`src/rtl/cordic_vec_iter.sv`:
```
// Iterative CORDIC vectoring engine: a single shared micro-rotation datapath
// sequenced over ITER cycles, with valid/ready handshakes on both sides.
module cordic_vec_iter #(
  parameter int unsigned ITER = 12
) (
  input  logic                clk,
  input  logic                rst,
  input  logic                in_valid,
  output logic                in_ready,
  input  logic signed [11:0]  x_in,
  input  logic signed [11:0]  y_in,
  input  logic signed [11:0]  theta_in,
  output logic                out_valid,
  input  logic                out_ready,
  output logic signed [11:0]  x_out,
  output logic signed [11:0]  y_out,
  output logic signed [11:0]  theta_out,
  output logic                busy
);

  localparam int unsigned W  = 12;
  localparam int unsigned CW = 4;

  localparam logic [1:0] S_IDLE = 2'd0;
  localparam logic [1:0] S_RUN  = 2'd1;
  localparam logic [1:0] S_DONE = 2'd2;

  logic [1:0]          state, state_nxt;
  logic [CW-1:0]       cnt, cnt_nxt;
  logic signed [W-1:0] x, y, z;
  logic signed [W-1:0] x_nxt, y_nxt, z_nxt;
  logic signed [W-1:0] xs, ys, at;

  // Per-iteration arctangent in 2^-10 rad
  function automatic logic signed [W-1:0] atan_rom(input logic [CW-1:0] i);
    case (i)
      4'd0:    atan_rom = 12'sd804;
      4'd1:    atan_rom = 12'sd475;
      4'd2:    atan_rom = 12'sd251;
      4'd3:    atan_rom = 12'sd127;
      4'd4:    atan_rom = 12'sd64;
      4'd5:    atan_rom = 12'sd32;
      4'd6:    atan_rom = 12'sd16;
      4'd7:    atan_rom = 12'sd8;
      4'd8:    atan_rom = 12'sd4;
      4'd9:    atan_rom = 12'sd2;
      4'd10:   atan_rom = 12'sd1;
      default: atan_rom = 12'sd0;
    endcase
  endfunction

  // Next-state and datapath update; both rotations read the pre-update x/y
  always_comb begin
    state_nxt = state;
    cnt_nxt   = cnt;
    x_nxt     = x;
    y_nxt     = y;
    z_nxt     = z;
    xs        = x >>> cnt;
    ys        = y >>> cnt;
    at        = atan_rom(cnt);
    case (state)
      S_IDLE: begin
        if (in_valid) begin
          x_nxt     = x_in;
          y_nxt     = y_in;
          z_nxt     = theta_in;
          cnt_nxt   = '0;
          state_nxt = S_RUN;
        end
      end
      S_RUN: begin
        if (!y[W-1]) begin
          x_nxt = x + ys;
          y_nxt = y - xs;
          z_nxt = z + at;
        end else begin
          x_nxt = x - ys;
          y_nxt = y + xs;
          z_nxt = z - at;
        end
        cnt_nxt = cnt + CW'(1);
        if (cnt == CW'(ITER - 1)) state_nxt = S_DONE;
      end
      S_DONE: begin
        if (out_ready) state_nxt = S_IDLE;
      end
      default: state_nxt = S_IDLE;
    endcase
  end

  // State, datapath and registered status flags
  always_ff @(posedge clk) begin
    if (rst) begin
      state     <= S_IDLE;
      cnt       <= '0;
      x         <= '0;
      y         <= '0;
      z         <= '0;
      in_ready  <= 1'b1;
      out_valid <= 1'b0;
      busy      <= 1'b0;
    end else begin
      state     <= state_nxt;
      cnt       <= cnt_nxt;
      x         <= x_nxt;
      y         <= y_nxt;
      z         <= z_nxt;
      in_ready  <= (state_nxt == S_IDLE);
      out_valid <= (state_nxt == S_DONE);
      busy      <= (state_nxt != S_IDLE);
    end
  end

  assign x_out     = x;
  assign y_out     = y;
  assign theta_out = z;

endmodule

```
`config.mk`:
```
export PLATFORM = sky130hd
export DESIGN_NAME = cordic_vec_iter
export DESIGN_NICKNAME = d
export VERILOG_FILES = /design/src/rtl/cordic_vec_iter.sv
export SDC_FILE = /design/constraint.sdc
export NUM_CORES = 1
export LEC_CHECK = 0
export BUFFER_PORTS_ARGS = -buffer_cell sky130_fd_sc_hd__buf_2
export CAP_MARGIN = 20
export CORE_MARGIN = 1.5
export CORE_UTILIZATION = 45
export CTS_CLUSTER_DIAMETER = 150
export DETAILED_ROUTE_END_ITERATION = 7
export HOLD_SLACK_MARGIN = 0.03
export PLACE_DENSITY = 0.63
export SETUP_SLACK_MARGIN = 0.15
export SYNTH_ARGS = -nofsm -noshare
export SYNTH_HDL_FRONTEND = slang
export SYNTH_SLANG_ARGS = --single-unit
export TNS_END_PERCENT = 30
```
`constraint.sdc`:
```
create_clock -name clk -period 7.6 [get_ports clk]
set_input_delay 0.76 -clock clk [delete_from_list [all_inputs] [get_ports clk]]
set_output_delay 0.76 -clock clk [all_outputs]
set_load 0.01 [all_outputs]
```
==> flow_summary.toml <==
[global_route]
globalRouteMet2Util = 0.430
number_of_antenna_violations_at_the_first_check_in_global_routing = 0
grt_remaining_overflow = 0
grt_max_degree = 58
grt_busiest_layer = "met2"
grt_pass1_wl_microns = 26300
grt_util_met3 = 0.0373
first_global_vias = 5122
grtUsageTotal = 0.259
grtUsageMet1 = 0.352

[die]
fp.dieH_microns = 113
die_area_sq_mm = 0.0127
coreArea_sq_mm = 0.0116
die_w_microns = 113
row_count = 39
num_io_pins = 79
initial_core_util = 0.467

[sta]
timing_worst_slew_pin_value_ns = 0.980
report.final.setup_viol = 0
skew_ns = 0.00707
fin_setup_tns_ns = 0
fmax_mhz = 209
hold_viol = 0
grt_setup_unrepaired = "false"
finalMaxSlewViolations = 0
tightest_slew_margin_relative_to_the_limit = 0.345
timing.hold.ws_ns = 0.484
finalCritPeriodShare = 0.630
fin_crit_ns = 4.79

[critical_path]
critical_path.most_common_cell = "o21ai_0"
cpPeakStageDelay_ns = 0.43
timing.critical_path.to_type = "flop"
crit_buf_inv = 1
r2r_start = "cnt[0]"
timing.critical_path.required_ns = 7.83
criticalPathCategory = "reg -> reg"
setup.worst_path.start = "cnt[0]"
cp.arrival_ns = 5.02
timing.critical_path.slowest_stage_cell = "a311oi_1"
critical_path_cell_by_cell = "buf_4 > mux2_2 > o21ai_0 > o21ai_0 > a21oi_1 > ha_1 > nand4_1 > o31ai_1 > xnor2_1 > ha_1 > a21o_1 > a2111oi_0 > nor3_1 > a311oi_1 > o21ai_0 > or3_1 > o211ai_1"
crit_fanout = 27
crit_path_start_kind = "flop"
critical-path-top-delay-family = "compound AO/OA/AOI/OAI gates"

[clock_network]
clock_sink_count = 55
clock_tree_from_tritoncts = "yes"
ctsHoldBuffers = 0
clk_pin_slew_ns = 0.08
worst_skew_pair.late_latency_ns = 0.31
ctsHtreeMaxLevel = 2
postCtsResizedCells = 0
cts-buffers-inserted = 5
cts_setup_buffers = 0
clock_path_buffers = 2
clock-root-buffer = "clkbuf_16"

[synthesis]
gate_count_after_technology_mapping = 658
synth-seq-cells = 55
ys_async_sr_fraction = 0
synth_top_cell_area_share = 0.204
synth-edff-count = 0
synthDominantAreaCellType = "dfxtp_1"
synth_flop_cell = "dfxtp_1"
synth-seq-area-share = 0.204
yosys_warnings = 0
synth_cell_types = 71
average_cell_area_after_synthesis_sq_um = 8.20
synth.top_cells.by_area = "dfxtp_1, ha_1, mux4_2"
synth.net_count = 747
syn_area_sq_mm = 0.00540

[power_and_ir_drop]
static-leakage-power_nw = 2.63
worst_ir_drop_vdd_v = 0.000154
power.density_cell_area_mw_per_mm2 = 399

[layout]
sequential_cell_area_sq_mm = 0.00110
antenna_cells = 0
n_fill_cell = 1103
layout-drive-gt1-share = 0.195
final-instance-count-excl-fill = 854
syn2layout_area_growth_pct = 11.3
finalNetCount = 799
multi_input_area_sq_mm = 0.00402

[run_status]
status = "finished clean"

[place]
numPlacedInstances = 845
gp_congestion = 0.923
half_perimeter_wire_length_after_placement_microns = 11700
port_buffers = 78

[drt]
first_pass_iters = 7
wire_per_inst_microns = 18.7
post_drt_via_cell_ratio = 6.27
route.vias.total = 5355
drc_errors = 0
drtIter0Drc = 481
route.antenna.remaining_nets = 0
detail_route.wirelength_microns = 15900

[job]
max-cap-violations = 0

[worst_hold_path]
min-delay-start = "theta_out[2]"
hold_path_class = "reg -> reg"
[state kept, by name, indices dropped and copies added, names as in the netlist]
register	flops
cnt	4
state	2
x_out	12
at	10
theta_out	12
out_valid	1
in_ready	1
y_out	12
busy	1
[where the power goes]
| part | leakage [nW] | switching [W] | internal (W) |
|---|---|---|---|
| logic | 2.11 | 0.000902 | 0.000746 |
| registers | 0.454 | 0.000144 | 0.000354 |
| clock network | 0.0723 | 0.000124 | 0.000126 |
| total | 2.63 | 0.00117 | 0.00123 |
[synth_stat cells (all sizes together), types with 4 or more instances]
cell type,n
ha,46
nor3,19
nor2,89
o211ai,9
nand3,10
a21o,13
nand2,36
nand2b,5
buf,10
dfxtp,55
a21oi,58
or3,10
nand4,5
o22ai,7
nor3b,5
o21bai,4
mux4,17
o21ai,20
a211oi,10
xor2,14
nor4b,4
nor4,7
a222oi,13
inv,24
clkbuf,32
a311oi,4
and2,6
o21a,5
nand3b,5
and3,4
nor2b,4
mux2i,19
a221oi,5
xnor2,24
a22oi,19
mux2,10
[cells in the final DEF, fill, tap and decap left out, drive strengths merged, types with 5 or more instances in the layout]
master | synthesis | layout
a21o | 13 | 13
nor3b | 5 | 5
nand3 | 10 | 10
o21a | 5 | 5
nand4 | 5 | 5
o21ai | 20 | 20
a21oi | 58 | 58
xor2 | 14 | 14
o22ai | 7 | 7
nor3 | 19 | 19
and2 | 6 | 6
nand3b | 5 | 5
nor4 | 7 | 7
mux2i | 19 | 19
or3 | 10 | 10
a22oi | 19 | 19
clkbuf | 32 | 5
mux2 | 10 | 10
ha | 46 | 46
a222oi | 13 | 13
a221oi | 5 | 5
mux4 | 17 | 17
nor2 | 89 | 89
dfxtp | 55 | 55
inv | 24 | 26
nand2b | 5 | 5
nand2 | 36 | 36
buf | 10 | 87
o211ai | 9 | 9
xnor2 | 24 | 24
a211oi | 10 | 10
[area by class of cell]
type                            instances  area share
Multi-Input combinational cell        537       0.670
Timing Repair Buffer                   87      0.0769
Clock buffer                            5      0.0208
Clock inverter                          3     0.00458
Sequential cell                        55       0.183
Tap cell                              143      0.0298
Inverter                               24      0.0150
[worst reg2reg max path: cells and delay by family (launching register included)]
family | cells | cell delay [ns]
xor+xnor | 1 | 0.20
simple gates | 3 | 0.62
buf+inv | 1 | 0.39
flops | 1 | 0.41
mux | 1 | 0.41
fa+ha+maj | 2 | 0.49
compound gates | 9 | 2.19
[path summary, 6_finish.rpt]
| check | to | cells past startpoint | slack (ns) |
|---|---|---|---|
| setup reg to reg | y_out[11] | 17 | 2.81 |
| hold / removal | theta_out[2] | 2 | 0.48 |
| setup / recovery | y_out[11] | 17 | 2.81 |
| hold reg to reg | theta_out[2] | 2 | 0.48 |
[logic make-up (layout without fill, tap and decap cells)]
logic type	after synthesis	in the layout	synth area share
simple gates	217	217	0.199
compound gates	187	187	0.239
buf+inv	66	119	0.0522
flops	55	55	0.204
fa+ha+maj	49	49	0.118
mux	46	46	0.127
xor+xnor	38	38	0.0617
[metrics by stage]
stage,power [W],cell area [sq um],utilization,worst slack (ns)
2_1_floorplan,0.00173,5400,-,3.43
3_3_place_gp,0.00208,5840,0.505,2.97
3_5_place_dp,0.00212,5840,0.505,2.92
4_1_cts,0.00238,6000,0.518,2.87
5_1_grt,0.00261,6010,0.519,2.34
6_report,0.00240,6010,0.519,2.81
[per-layer routing]
layer | share of wire | routed length, microns
met5 | 0 | 0
met4 | 0.018 | 286
met3 | 0.046 | 740
met2 | 0.48 | 7730
met1 | 0.45 | 7190
No activity file was read; power rests on OpenSTA's default activity.
